$ cat config.mk
export PLATFORM = sky130hd
export DESIGN_NAME = prim_onehot_rr_arb
export DESIGN_NICKNAME = d
export VERILOG_FILES = /design/src/rtl/prim_onehot_rr_arb.sv
export SDC_FILE = /design/constraint.sdc
export NUM_CORES = 1
export LEC_CHECK = 0
export BUFFER_PORTS_ARGS = -buffer_cell sky130_fd_sc_hd__buf_2
export CAP_MARGIN = 15
export CORE_MARGIN = 5
export CORE_UTILIZATION = 45
export CTS_BUF_LIST = sky130_fd_sc_hd__clkbuf_4 sky130_fd_sc_hd__clkbuf_8
export DETAILED_ROUTE_END_ITERATION = 8
export GPL_TIMING_DRIVEN = 0
export PLACE_DENSITY = 0.79
export REMOVE_ABC_BUFFERS = 1
export SYNTH_ARGS = -nofsm -noshare
export SYNTH_HDL_FRONTEND = slang
export SYNTH_SLANG_ARGS = --single-unit
$ cat constraint.sdc
create_clock -name clk_i -period 3.8 [get_ports clk_i]
set_clock_uncertainty 0.15 [all_clocks]
set_input_delay 0.95 -clock clk_i [delete_from_list [all_inputs] [get_ports clk_i]]
set_output_delay 0.95 -clock clk_i [all_outputs]
set_load 0.02 [all_outputs]
$ cat src/rtl/prim_onehot_rr_arb.sv
// rtl/prim_onehot_rr_arb.sv - one-hot select arbiter with valid/ready handoff
// Define PRIM_ONEHOT_RR_ARB_RR_EN for round-robin; undefined gives fixed priority (lowest index wins).
module prim_onehot_rr_arb #(
  parameter int  Inputs = 8,
  localparam int IdxW   = (Inputs == 1) ? 1 : $clog2(Inputs)
) (
  input  logic              clk_i,
  input  logic              rst_ni,
  input  logic [Inputs-1:0] req_i,
  output logic [Inputs-1:0] gnt_o,
  output logic [Inputs-1:0] sel_o,
  output logic [IdxW-1:0]   idx_o,
  output logic              valid_o,
  input  logic              ready_i
);

  typedef enum logic {ST_IDLE, ST_HOLD} state_e;

  state_e            r_state, w_state_nxt;
  logic [Inputs-1:0] r_sel, w_sel_nxt, w_cand, w_win;
  logic [IdxW-1:0]   r_idx, w_idx_nxt, w_win_idx, w_base, w_ptr_adv, w_j;
  logic              w_fire, w_found;
  int                w_k;

  assign w_fire    = (r_state == ST_HOLD) && ready_i;
  assign w_ptr_adv = (r_idx == IdxW'(Inputs - 1)) ? '0 : r_idx + IdxW'(1);

`ifdef PRIM_ONEHOT_RR_ARB_RR_EN
  logic [IdxW-1:0] r_ptr;

  // Priority pointer moves just past the requester granted this cycle
  always_ff @(posedge clk_i or negedge rst_ni) begin
    if (!rst_ni) begin
      r_ptr <= '0;
    end else if (w_fire) begin
      r_ptr <= w_ptr_adv;
    end
  end

  // A back-to-back rearbitration must already see the advanced pointer
  assign w_base = (r_state == ST_HOLD) ? w_ptr_adv : r_ptr;
`else
  assign w_base = '0;
`endif

  // While holding, only the other requesters compete for the next slot
  assign w_cand = (r_state == ST_IDLE) ? req_i : (req_i & ~r_sel);

  // Scan upward from the base index, wrapping, and take the first requester
  always_comb begin
    w_win     = '0;
    w_win_idx = '0;
    w_found   = 1'b0;
    w_k       = 0;
    w_j       = '0;
    for (int i = 0; i < Inputs; i++) begin
      w_k = int'(w_base) + i;
      if (w_k >= Inputs) w_k = w_k - Inputs;
      w_j = IdxW'(w_k);
      if (!w_found && w_cand[w_j]) begin
        w_found    = 1'b1;
        w_win[w_j] = 1'b1;
        w_win_idx  = w_j;
      end
    end
  end

  // State and selection registers
  always_ff @(posedge clk_i or negedge rst_ni) begin
    if (!rst_ni) begin
      r_state <= ST_IDLE;
      r_sel   <= '0;
      r_idx   <= '0;
    end else begin
      r_state <= w_state_nxt;
      r_sel   <= w_sel_nxt;
      r_idx   <= w_idx_nxt;
    end
  end

  // Next state: load a winner from idle, or on a handshake load the next one or go idle
  always_comb begin
    w_state_nxt = r_state;
    w_sel_nxt   = r_sel;
    w_idx_nxt   = r_idx;
    case (r_state)
      ST_IDLE: begin
        if (w_found) begin
          w_state_nxt = ST_HOLD;
          w_sel_nxt   = w_win;
          w_idx_nxt   = w_win_idx;
        end
      end
      ST_HOLD: begin
        if (ready_i) begin
          if (w_found) begin
            w_sel_nxt = w_win;
            w_idx_nxt = w_win_idx;
          end else begin
            w_state_nxt = ST_IDLE;
            w_sel_nxt   = '0;
            w_idx_nxt   = '0;
          end
        end
      end
      default: begin
        w_state_nxt = ST_IDLE;
        w_sel_nxt   = '0;
        w_idx_nxt   = '0;
      end
    endcase
  end

  assign sel_o   = r_sel;
  assign idx_o   = r_idx;
  assign valid_o = (r_state == ST_HOLD);
  assign gnt_o   = r_sel & {Inputs{w_fire}};

`ifndef SYNTHESIS
  // Downstream AND/OR mux needs a one-hot or empty select
  a_sel_onehot: assert property (@(posedge clk_i) disable iff (!rst_ni) $onehot0(sel_o));
  // A selected requester may not drop its request before being granted
  a_req_held: assert property (@(posedge clk_i) disable iff (!rst_ni)
                               valid_o |-> ((req_i & sel_o) == sel_o));
`endif

endmodule

Yosys cells after proc, flatten, opt, wreduce, memory -nomap -nowiden. Index checks and enable logic that the tools add are counted.

Flip-flop bits (word level): 12. Bits in latches: 0. Memory bits (writable): 0. Bits in read-only memories: 0. Input port bits: 11. Memories: 0.

Add/sub/neg operators: 0. Multiply operators: 0. Div/mod/pow operators: 0. Order comparisons: 0. Eq/ne operators: 2. Shift-type cells: 0. Mux-type cells: 35. Bitwise gates (word level): 4. Reductions and logical operators: 16.

Operator list (count): 8-bit two-way mux (5); 3-bit two-way mux (8); 8-bit AND (2); 8-bit case mux with 2 select lines (1); 1-bit two-way mux (12); 1-bit logical AND (8); 8-bit NOT (1); 1-bit zero test (7); 7-bit two-way mux (1); 2-bit two-way mux (3); 6-bit two-way mux (1); 3-bit case mux with 2 select lines (1); 5-bit two-way mux (1); 4-bit two-way mux (1); 2-bit != test, second input constant (2); 1-bit case mux with 2 select lines (1); 2-bit AND reduction (1); 1-bit NOT (1).

Logic depth before layout (Yosys ltp). Gate-level depths: netlist of the first run.

Depth after elaboration: 28. Gate-level depth with buffers: 6.

Worst setup path before layout of the first run. No wires, ideal clock.

Path type: input port to output port. Start: input ready_i. End: output gnt_o[6]. Arrival: 1.716 ns. Data required time: 2.700 ns. Path slack: 0.984 ns. Stages: 3. Buffers on the path: 1. Cell sequence: clkbuf_1 -> inv_1 -> nor3_1.

Word-level cells in the longest chain between the ends: 2.

Ends and longest elaborated chain: from (decl) (RTL line 14) `input logic ready_i`; 1-bit logical AND (RTL line 25) `assign w_fire = (r_state == ST_HOLD) && ready_i;`; 8-bit AND (RTL line 117) `assign gnt_o = r_sel & {Inputs{w_fire}};`; to (decl) (RTL line 10) `output logic [Inputs-1:0] gnt_o,`.

No other way between the ends.

Worst setup path after layout of the first run.
Start: register r_state (netlist: valid_o). End: output gnt_o[6].

Word-level cells in the longest chain between the ends: 2.

Ends and longest elaborated chain: from (decl) (RTL line 19) `state_e r_state, w_state_nxt;`; from (signal assigned) (RTL line 75) `r_state <= w_state_nxt;`; 1-bit logical AND (RTL line 25); 8-bit AND (RTL line 117).

No other way between the ends.

==> summary.md, run 1 <==
| Metric | Value |
|---|---|
| Final wirelength | `2.09 mm` |
| Clk_lat worst skew | `280 ps` |
| FMAX | `332 MHz` |
| Placed Instance Area | `970 µm²` |
| Fin Setup TNS | `0 ps` |
| Avg Inst Size Synth | `9.54 µm²` |
| First-pass GRT wire length | `3.42 mm` |
| Initial antenna violation count | `0` |
| Diodes inserted | `0` |
| Vias | `803` |
| Seq/Total Area, Yosys | `36.2%` |
| Worst VDD drop | `0.163 mV` |
| Power Density | `324 mW/mm²` |
| Post-cts hold buffer count | `0` |
| Number of distinct library cells after synthesis | `38` |
| Clock-pin slew on the worst setup and hold paths | `70 ps` |
| Crit-path max FO | `29` |
| Dominant synthesized flop cell | `dfrtp_1` |
| Final critical-path required period | `3010 ps` |
| Post-CTS Setup Inserts | `0` |
| Final Hold Viols | `0` |
| Die height | `52.9 µm` |
| Vias per cell | `5.74` |
| Rows | `15` |
| Critical path endpoint category | `output pin` |
| CTS sink count | `12` |
| CTS tree | `done` |
| Cts bufs inserted | `3` |
| Deepest level of the CTS H-tree | `1` |
| Setup violators final | `0` |
| Vias in the first global route | `722` |
| Core box area | `0.00175 mm²` |
| CTS root buf | `clkbuf_4` |
| Outcome | `finished clean` |
| DRT antenna net count | `0` |
| WL/cell | `14.9 µm` |
| Clk buf depth | `2` |
| P&R area growth vs syn | `19.6%` |
| Pins over their slew limit | `0` |
| Initial core utilization | `47.5%` |
| RSZ-0062 raised after global routing | `false` |
| Synth Warn # | `0` |
| Number of flops mapped to enable cells by yosys | `0` |
| Arr. time, crit path | `1910 ps` |
| Setup Crit Path Kind | `reg -> out` |
| Worst-Margin Slew | `838 ps` |
| Share of cells above drive strength 1 | `37.4%` |
| # IOs | `31` |
| # port buffers | `30` |
| GP Congestion | `0.786` |
| Crit start category | `flop` |
| Die X | `52.9 µm` |
| Final #Nets | `128` |
| Largest net degree at the start of global routing | `30` |
| Post-DP HPWL | `1.55 mm` |
| FF+latch count, synth | `12` |
| Full die area | `0.00280 mm²` |
| Final instance area | `992 µm²` |
| Mapped Cells | `87` |
| GR Overflow Total | `0` |
| Post-route DRC | `0` |
| Max Cap Viol | `0` |
| Crit share post-route | `79.2%` |
| DRT Pass-1 Iters | `5` |
| DR iter-0 viols | `37` |
| Ys async rst share | `100%` |
| Static leakage | `0.542 nW` |
| Required @ worst endpoint | `2700 ps` |
| Worst slew margin | `44.1%` |
| Cts repair resizes | `0` |
| Hold Path Class | `reg -> reg` |
| Mapped cell area | `830 µm²` |
| Gr usage total | `17.1%` |
[critical path, stage by stage, from the launching register on]
cell	delay [ps]
dfrtp_1	890
inv_1	190
nor3_1	320
buf_2	230
[per-layer routing]
layer | share of wire [%] | vias to the layer above | track usage (%) | wire, µm
met5 | 0 | - | 0 | 0
met4 | 1.8 | 0 | 10.2 | 37
met3 | 8.0 | 4 | 3.38 | 167
met2 | 48 | 37 | 26.7 | 1010
met1 | 42 | 373 | 21.7 | 873
li1 | - | 389 | - | -
[path summary, 6_finish.rpt]
| path | to | startpoint | cells after the start | slack (ps) |
|---|---|---|---|---|
| min in group asynchronous | sel_o[2]$_DFFE_PN0P_ | rst_ni | 1 | 390 |
| max in group asynchronous | idx_o[2]$_DFFE_PN0P_ | rst_ni | 1 | 2900 |
| hold reg to reg | idx_o[1]$_DFFE_PN0P_ | idx_o[1]$_DFFE_PN0P_ | 2 | 360 |
| setup reg to reg | sel_o[5]$_DFFE_PN0P_ | valid_o$_DFF_PN0_ | 4 | 1440 |
| hold / removal | idx_o[1]$_DFFE_PN0P_ | idx_o[1]$_DFFE_PN0P_ | 2 | 360 |
| setup / recovery | gnt_o[6] | valid_o$_DFF_PN0_ | 3 | 790 |
[placed cells by master, fill, tap and decap left out, drive strengths merged, types with 2 or more instances in the layout]
cell type  instances
a32oi              2
a22o               2
nand2              6
mux2               2
buf               30
nor2               6
and3               8
inv                7
o21ai              3
a32o               2
nor3               2
clkbuf             3
dfrtp             12
a21bo              3
a21oi              2
nand2b             3
a21boi             4
[stage by stage]
stage	std cells	hold slack [ps]	util, %	total power [mW]	setup slack [ps]
5_1_grt	140	405	56.8	0.345	739
3_3_place_gp	137	343	55.6	0.243	1090
6_report	140	363	56.8	0.322	790
4_1_cts	140	369	56.8	0.324	854
2_1_floorplan	82	449	-	0.210	1190
3_5_place_dp	137	351	55.6	0.245	1030
[sequential cells by signal, indices dropped and copies added, names as in the netlist]
| register | count |
|---|---|
| valid_o | 1 |
| idx_o | 3 |
| sel_o | 8 |
[layout make-up]
class | count | area [µm²]
Fill cell | 175 | 753
Inverter | 7 | 26.3
Timing Repair Buffer | 30 | 150
Tap cell | 25 | 31.3
Multi-Input combinational cell | 63 | 462
Clock buffer | 3 | 22.5
Sequential cell | 12 | 300
[power breakdown]
| group | switching, mW | internal [mW] | total [mW] |
|---|---|---|---|
| clock | 0.0429 | 0.0367 | 0.0796 |
| sequential | 0.0102 | 0.138 | 0.148 |
| combinational | 0.0553 | 0.0390 | 0.0942 |
| total | 0.108 | 0.213 | 0.322 |
[cells by family after synthesis]
logic type / synth area share (%)
AO/OA/AOI/OAI: 31.8
buffers and inverters: 8.15
AND/OR/NAND/NOR: 19.0
multiplexers: 4.83
flip-flops: 36.2
[synthesized netlist by cell type (all sizes together) (2+ instances only)]
cell / number / area (µm²)
a21bo: 3 / 30.0
nand2b: 3 / 18.8
clkbuf: 2 / 7.51
inv: 7 / 26.3
a32o: 2 / 20.0
mux2: 2 / 30.0
and3: 8 / 50.1
buf: 3 / 33.8
a32oi: 2 / 17.5
nand2: 6 / 22.5
o21ai: 3 / 15.0
a21oi: 2 / 10.0
a22o: 2 / 17.5
nor3: 2 / 10.0
dfrtp: 12 / 300
nor2: 6 / 25.0
a21boi: 4 / 45.0
Note: power is estimated with default switching activity, not from simulation.
==> inputs of run 2 (changes only) <==
Settings changed: PLACE_DENSITY 0.79 to 0.82.
Clock period 3.8 ns to 2.6 ns, I/O delays scaled along.
==> run 2 against run 1 <==
Sequential share of layout area up 0.088 points; via count down 1.1%; worst setup slack worse by 470 ps; core utilization up 0.072 points; critical path type unchanged; largest power group unchanged.
==> summary.md, run 2 (synthesis results as in run 1) <==
| Metric | Value |
|---|---|
| Outcome | `finished clean (unchanged)` |
| Vias | `794 (was 803)` |
| Setup violators final | `0 (unchanged)` |
| Diodes inserted | `0 (unchanged)` |
| WL/cell | `14.3 µm (was 14.9 µm)` |
| Slowest CP cell | `dfrtp_2 (was dfrtp_1)` |
| RSZ-0062 raised after global routing | `false (unchanged)` |
| Final Hold Viols | `0 (unchanged)` |
| Critical path endpoint category | `output pin (unchanged)` |
| Share of cells above drive strength 1 | `38.3% (was 37.4%)` |
| Arr. time, crit path | `1480 ps (was 1910 ps)` |
| # port buffers | `30 (unchanged)` |
| Cts bufs inserted | `3 (unchanged)` |
| Core box area | `0.00175 mm² (unchanged)` |
| Worst VDD drop | `0.301 mV (was 0.163 mV)` |
| Final wirelength | `2.00 mm (was 2.09 mm)` |
| Clk_lat worst skew | `270 ps (was 280 ps)` |
| Required @ worst endpoint | `1800 ps (was 2700 ps)` |
| CTS sink count | `12 (unchanged)` |
| Max stage delay on crit path | `650 ps (was 890 ps)` |
| Full die area | `0.00280 mm² (unchanged)` |
| Max Cap Viol | `0 (unchanged)` |
| Pins over their slew limit | `0 (unchanged)` |
| Post-route DRC | `0 (unchanged)` |
| Clock-pin slew on the worst setup and hold paths | `70 ps (about the same)` |
| Crit-path max FO | `29 (unchanged)` |
| Setup Crit Path Kind | `reg -> out (unchanged)` |
| First-pass GRT wire length | `3.39 mm (was 3.42 mm)` |
| GR Overflow Total | `0 (unchanged)` |
| Max reg flops | `8 (unchanged)` |
| Gr usage total | `16.5% (was 17.1%)` |
| Crit share post-route | `87.6%` |
| Rows | `15 (unchanged)` |
| P&R area growth vs syn | `19.8% (was 19.6%)` |
| Initial core utilization | `47.5% (unchanged)` |
| Post-layout util | `56.9% (was 56.8%)` |
| GP Congestion | `0.870 (was 0.786)` |
| Initial antenna violation count | `0 (unchanged)` |
| Worst slew margin | `70.4% (was 44.1%)` |
| Final instance area | `993 µm² (was 992 µm²)` |
| FMAX | `439 MHz` |
| Post-CTS Setup Inserts | `0 (unchanged)` |
| R2R setup slack | `540 ps (was 1440 ps)` |
| Commonest cells after routing, fill and taps aside | `30 x buf_2, 11 x dfrtp_1, 8 x and3_1 (was 30 x buf_2, 12 x dfrtp_1, 8 x and3_1)` |
| Largest net degree at the start of global routing | `30 (unchanged)` |
| Hold Path Class | `in -> async (was reg -> reg)` |
| Total power | `0.465 mW (was 0.322 mW)` |
| Final critical-path required period | `2280 ps` |
| Post-placement cell count | `137 (unchanged)` |
| Vias in the first global route | `772 (was 722)` |
| Die height | `52.9 µm (unchanged)` |
| Clk buf depth | `2 (unchanged)` |
| Leading cell type in the layout, fill and taps excluded | `buf_2 (unchanged)` |
| Fin Setup TNS | `0 ps (unchanged)` |
| R2r startpoint | `valid_o$_DFF_PN0_ (unchanged)` |
| Crit start category | `flop (unchanged)` |
| Bufs and invs on worst path | `2 (unchanged)` |
| Deepest level of the CTS H-tree | `1 (unchanged)` |
| Reg2reg end | `sel_o[5]$_DFFE_PN0P_ (unchanged)` |
| Final #Nets | `128 (unchanged)` |
| Worst-Margin Slew | `444 ps (was 838 ps)` |
| DR iter-0 viols | `7 (was 37)` |
| Vias per cell | `5.67 (was 5.74)` |
| Critical path's top delay family | `flip-flops (unchanged)` |
| # IOs | `31 (unchanged)` |
| CP Cell Sequence | `inv_1, nor3_1, buf_2 (unchanged)` |
| Non-filler cells in the finished layout | `140 (unchanged)` |
| Power Density | `468 mW/mm² (was 324 mW/mm²)` |
| Die X | `52.9 µm (unchanged)` |
| Placed Instance Area | `970 µm² (unchanged)` |
| Worst reg-to-reg path cell count | `4 (unchanged)` |
| DRT antenna net count | `0 (unchanged)` |
| CTS root buf | `clkbuf_4 (unchanged)` |
| Static leakage | `0.542 nW (about the same)` |
| CTS tree | `done (unchanged)` |
| DRT Pass-1 Iters | `4 (was 5)` |
| Post-DP HPWL | `1.50 mm (was 1.55 mm)` |
## run 2: worst register-to-register path: cells and delay by family, from the launching register on
family | cells | cell delay [ps]
muxes | 1 | 340
DFF | 1 | 650
and+or+nand+nor | 1 | 190
AOI/OAI and AO/OA | 2 | 620
## run 2: worst max-delay path by stage
stage                 startpoint                   end  slack (ps)  cells past startpoint
6_report       valid_o$_DFF_PN0_              gnt_o[6]         320                      3
5_1_grt        valid_o$_DFF_PN0_              gnt_o[6]         230                      3
4_1_cts        valid_o$_DFF_PN0_              gnt_o[6]          50                      3
3_5_place_dp   valid_o$_DFF_PN0_  sel_o[5]$_DFFE_PN0P_         300                      4
3_3_place_gp   valid_o$_DFF_PN0_  sel_o[5]$_DFFE_PN0P_         320                      4
2_1_floorplan  valid_o$_DFF_PN0_              gnt_o[6]         290                      2
## run 2: cell type report
class / instances / area, µm²
multi-input combinational: 63 / 462
inverter: 7 / 26.3
clock buffer: 3 / 22.5
timing repair buffer: 30 / 150
sequential: 12 / 302
tap: 25 / 31.3
fill: 162 / 752
## run 2: layer usage
layer | vias up | wire length [µm] | GRT usage (%)
met4 | 0 | 36 | 8.51
met2 | 21 | 977 | 27.1
met3 | 4 | 126 | 3.66
met1 | 382 | 863 | 20.0
met5 | - | 0 | 0
li1 | 387 | - | -
## run 2: what timing repair did
action                     CTS  global route
gates resized for setup      0             1
hold buffers                 0             0
setup endpoints to repair    0             1
## run 2: power by group
group	internal, mW	switching (mW)
Sequential	0.201	0.0148
Clock	0.0535	0.0585
Combinational	0.0569	0.0800
Total	0.312	0.153
## run 2: stage by stage
step	worst slack [ps]	hold slack, ps
2_1_floorplan	285	204
3_3_place_gp	323	343
3_5_place_dp	298	349
4_1_cts	52.2	101
5_1_grt	229	105
6_report	321	95.5
